$ cat config.mk
export PLATFORM = sky130hd
export DESIGN_NAME = pdecoder2to4_buf
export DESIGN_NICKNAME = d
export VERILOG_FILES = /design/src/rtl/pdecoder2to4_buf.sv
export SDC_FILE = /design/constraint.sdc
export NUM_CORES = 1
export LEC_CHECK = 0
export CORE_UTILIZATION = 30
export DETAILED_ROUTE_END_ITERATION = 10
export DONT_BUFFER_PORTS = 1
export GPL_ROUTABILITY_DRIVEN = 0
export SLEW_MARGIN = 0
export SYNTH_ARGS = -nofsm -noshare
export SYNTH_HDL_FRONTEND = slang
export SYNTH_SLANG_ARGS = --single-unit
$ cat constraint.sdc
create_clock -name clk -period 1.5 [get_ports clk]
set_input_delay 0 -clock clk [delete_from_list [all_inputs] [get_ports clk]]
set_output_delay 0 -clock clk [all_outputs]
set_load 0.01 [all_outputs]
$ cat src/rtl/pdecoder2to4_buf.sv
// pdecoder2to4_buf: 2-to-4 one-hot decoder with a 2-entry valid/ready output buffer.
// The decoded word is computed at push time and stored; out is always driven
// from the head register, never combinationally from in.
// Optional per-line hit counters are included when PDEC_HITCNT_EN is defined.
module pdecoder2to4_buf #(
  parameter int CNT_W = 8
) (
  input  logic               clk,
  input  logic               rst,
  input  logic [1:0]         in,
  input  logic               in_en,
  input  logic               in_valid,
  output logic               in_ready,
  output logic [3:0]         out,
  output logic               out_valid,
  input  logic               out_ready
`ifdef PDEC_HITCNT_EN
  ,
  output logic [4*CNT_W-1:0] hit_cnt
`endif
);

  typedef enum logic [1:0] {
    EMPTY = 2'd0,
    ONE   = 2'd1,
    FULL  = 2'd2
  } occ_t;

  occ_t       state_reg, state_next;
  logic [3:0] head_reg, head_next;
  logic [3:0] tail_reg, tail_next;
  logic [3:0] dec_word;
  logic       push;
  logic       pop;

  // Decode the offered index; a disabled index decodes to the empty word.
  always_comb begin
    dec_word = 4'b0000;
    if (in_en) begin
      dec_word = 4'b0001 << in;
    end
  end

  // Handshake flags: full buffer refuses input even when a pop is happening.
  always_comb begin
    in_ready  = (state_reg != FULL);
    out_valid = (state_reg != EMPTY);
    push      = in_valid && in_ready;
    pop       = out_valid && out_ready;
  end

  // Occupancy next-state and storage moves. The head is cleared on the way to
  // EMPTY so out reads 0000 whenever out_valid is low.
  always_comb begin
    state_next = state_reg;
    head_next  = head_reg;
    tail_next  = tail_reg;
    unique case (state_reg)
      EMPTY: begin
        if (push) begin
          head_next  = dec_word;
          state_next = ONE;
        end
      end
      ONE: begin
        if (push && pop) begin
          head_next  = dec_word;
        end else if (push) begin
          tail_next  = dec_word;
          state_next = FULL;
        end else if (pop) begin
          head_next  = 4'b0000;
          state_next = EMPTY;
        end
      end
      FULL: begin
        if (pop) begin
          head_next  = tail_reg;
          state_next = ONE;
        end
      end
      default: begin
        head_next  = 4'b0000;
        state_next = EMPTY;
      end
    endcase
  end

  // State and storage registers; reset discards any buffered words.
  always_ff @(posedge clk) begin
    if (rst) begin
      state_reg <= EMPTY;
      head_reg  <= 4'b0000;
      tail_reg  <= 4'b0000;
    end else begin
      state_reg <= state_next;
      head_reg  <= head_next;
      tail_reg  <= tail_next;
    end
  end

  assign out = head_reg;

`ifdef PDEC_HITCNT_EN
  logic [CNT_W-1:0] cnt_reg [4];

  for (genvar gi = 0; gi < 4; gi++) begin : g_hit
    // Count pops of words with this line set, saturating at all-ones.
    always_ff @(posedge clk) begin
      if (rst) begin
        cnt_reg[gi] <= '0;
      end else if (pop && head_reg[gi] && (cnt_reg[gi] != {CNT_W{1'b1}})) begin
        cnt_reg[gi] <= cnt_reg[gi] + 1'b1;
      end
    end
    assign hit_cnt[gi*CNT_W +: CNT_W] = cnt_reg[gi];
  end
`endif

endmodule

==> metrics.txt <==
crit-path max FO=9; Antenna Nets Post-Route=0; drt total wl=1120 um; Sequential Power Share=54.1%; maxcap violations=0; Clock Tree Buf Depth=2; FP Rows=14; #FFs+latches synth=10; Worst R2R Path Depth=4; fillcell total=roughly 160; total nets after synthesis=69; clock power share=33.3%; GR Overflow Total=0; largest stage delay on the critical path=0.47 ns; setup TNS=0 ns; RR Endpoint=out[0]; Cells after Synth=just over 60; CP Cell Sequence=a21boi_1, o22ai_1, a22oi_1, nor2_1; Switch Pwr=0.127 mW; Setup crit start kind=register; drt drc=0; Clock Skews=0.00397 ns; DR WL/cell=13.8 um; number of CTS-inserted buffers=3; r2r startpoint=state_reg[0]; part of the Yosys area used for sequential elements=38.3%; period utilization=87.3%; PortBufs=0; starting density of the core=33.5%; H-tree depth=1; GRT Util Overall=14.1%; via count=between 400 and 500; R2R Setup Slk=0.19 ns; # diodes=0; clk root buf=clkbuf_4; core area=1560 um2; die area=around 1900 um2; Worst Hold Class=input port to register; worst vdd ir=just over 0.5 mV; post-synthesis average cell area=~8.4 um2; Critical path origin=state_reg[0]; Final Total Pwr=0.524 mW; Sink Count=10; layout cells sized above 1=10.8%; Final setup viols=0; Worst path slowest cell=dfxtp_1; largest net degree at the start of global routing=12; Die X=about 44 um; Vias/cell=5.64; status=complete, no violations; Final #Nets=between 70 and 80; Worst-Margin Slew=between 0.3 and 0.4 ns; Sw Ratio=between 20% and 30%; HPWL after detailed placement=785 um; Final Hold Vio Count=0; CP Capture Type=register; combinational share of power=12.6%; path type of the worst setup path=register to register; RSZ-0062 raised after global routing=false; vias in the first global route=408; Top Ports=13; P_leak=0.184 nW; Iteration-0 DRC Markers=19; Mapped Area=523 um2; first-pass GRT wire length=1930 um; CP required=1.63 ns; drt pass-1 iters=4; CTS tree=done; Clk pin slew, worst setup/hold paths=around 0.060 ns; initial antenna violation count=0; Place WS=0.139 ns; Clock Latency Late Sink=0.26 ns; Slew headroom=74.5%; crit path DAT=1.44 ns; hold path cells=2; f_max=764 MHz; post-route setup slack=around 0.19 ns; Synth Warn #=0; fin crit period=1.31 ns; Critical Path Sink=out[0]; Chip Height=approximately 44 um; Int Power=between 0.3 and 0.4 mW; Layout area overhead=11.2%; Netlist cell types=28; Max Slew Vio Count=0; Cell Pwr Density=901 nW/um2
-- cell type report --
| cell class | instances | area, um2 | share of cell area [%] |
|---|---|---|---|
| clock buffer | 3 | 22.5 | 3.87 |
| tap | 16 | 20.0 | 3.44 |
| multi-input combinational | 44 | 283 | 48.6 |
| sequential | 10 | 201 | 34.6 |
| inverter | 4 | 15.0 | 2.58 |
| timing repair buffer | 4 | 40.0 | 6.88 |
-- metrics by stage --
stage	util (%)	hold slack [ns]	cells	area, um2
floorplan	-	0.234	62	523
global placement	33.2	0.0710	74	518
detailed placement	33.2	0.0752	74	518
CTS	37.2	0.00683	81	581
global route	37.3	0.00478	81	582
finish	37.3	0.00306	81	582
-- Yosys cell counts --
cell type	count	share of area (%)
nor2b_1	1	1.2
a21boi_1	1	1.4
buf_6	1	2.2
buf_2	2	1.9
o22ai_1	1	1.2
mux2_2	1	2.2
o22a_1	1	1.7
o21ai_1	2	1.9
nand2_1	2	1.4
o21ai_0	1	0.96
mux2i_1	4	7.7
or4b_1	1	1.9
or2_2	1	1.2
o32ai_1	2	3.3
nand3_1	1	0.96
nor4_1	1	1.2
nand3b_1	3	4.3
nor2_2	1	1.2
nor3b_1	2	2.9
nor2_1	9	6.5
a211oi_1	1	1.4
a22oi_1	3	4.3
or3_1	1	1.2
dfxtp_1	10	38
inv_1	4	2.9
buf_1	1	0.72
nand2b_1	1	1.2
a21oi_1	3	2.9
-- cells by family (layout without fill, tap and decap cells) --
group | after synthesis | count (layout) | share of synthesized area, %
AO/OA/AOI/OAI | 15 | 15 | 19.1
AND/OR/NAND/NOR | 24 | 24 | 25.1
flip-flops | 10 | 10 | 38.3
buffers and inverters | 8 | 11 | 7.65
multiplexers | 5 | 5 | 9.81
-- routing by layer --
layer  vias to the layer above  routed length (um)  share of wire, %  global-route usage, %
li1                        229                   -                 -                      -
met1                       208                 509                45                   17.6
met2                        18                 494                44                   19.7
met3                         2                 108               9.6                   9.58
met4                         0                   8              0.71                   3.75
met5                         -                   0                 0                      0
-- power groups by stage --
stage	sequential [mW]	clock, mW	combinational (mW)
floorplan	0.282	0	0.0597
global placement	0.289	0	0.0509
detailed placement	0.289	0	0.0528
CTS	0.283	0.184	0.0658
global route	0.285	0.204	0.0739
finish	0.284	0.174	0.0660
-- worst max-delay path: cells and delay by family (launching register included) --
family	cells	cell delay (ns)
AND/OR/NAND/NOR	1	0.06
flip-flops	1	0.47
AO/OA/AOI/OAI	3	0.65
-- timing repair --
action                                  4_1_cts  5_1_grt
resized for setup                             0        1
hold endpoints to repair                     10        0
buffers inserted                              0        0
endpoints found under the setup margin        0        2
hold buffers                                  4        0
-- cell usage in the layout (no fill, tap or decap), drive strengths merged --
master / n
a21boi: 1
mux2: 1
o32ai: 2
or3: 1
a22oi: 3
or2: 1
nand2b: 1
a21oi: 3
clkbuf: 3
nor2: 10
nand2: 2
mux2i: 4
nand3b: 3
nor4: 1
a211oi: 1
nor3b: 2
nor2b: 1
dfxtp: 10
o22ai: 1
o21ai: 3
or4b: 1
dlygate4sd3: 4
nand3: 1
inv: 4
o22a: 1
-- worst min path at each step --
stage	from	slack, ns	to
2_1_floorplan	in[1]	0.23	tail_reg[1]
3_3_place_gp	rst	0.07	tail_reg[3]
3_5_place_dp	rst	0.08	out[1]
4_1_cts	in[1]	0.007	out[1]
5_1_grt	out_ready	0.005	tail_reg[1]
6_report	in_valid	0.003	state_reg[1]
Note: power is estimated with default switching activity, not from simulation.
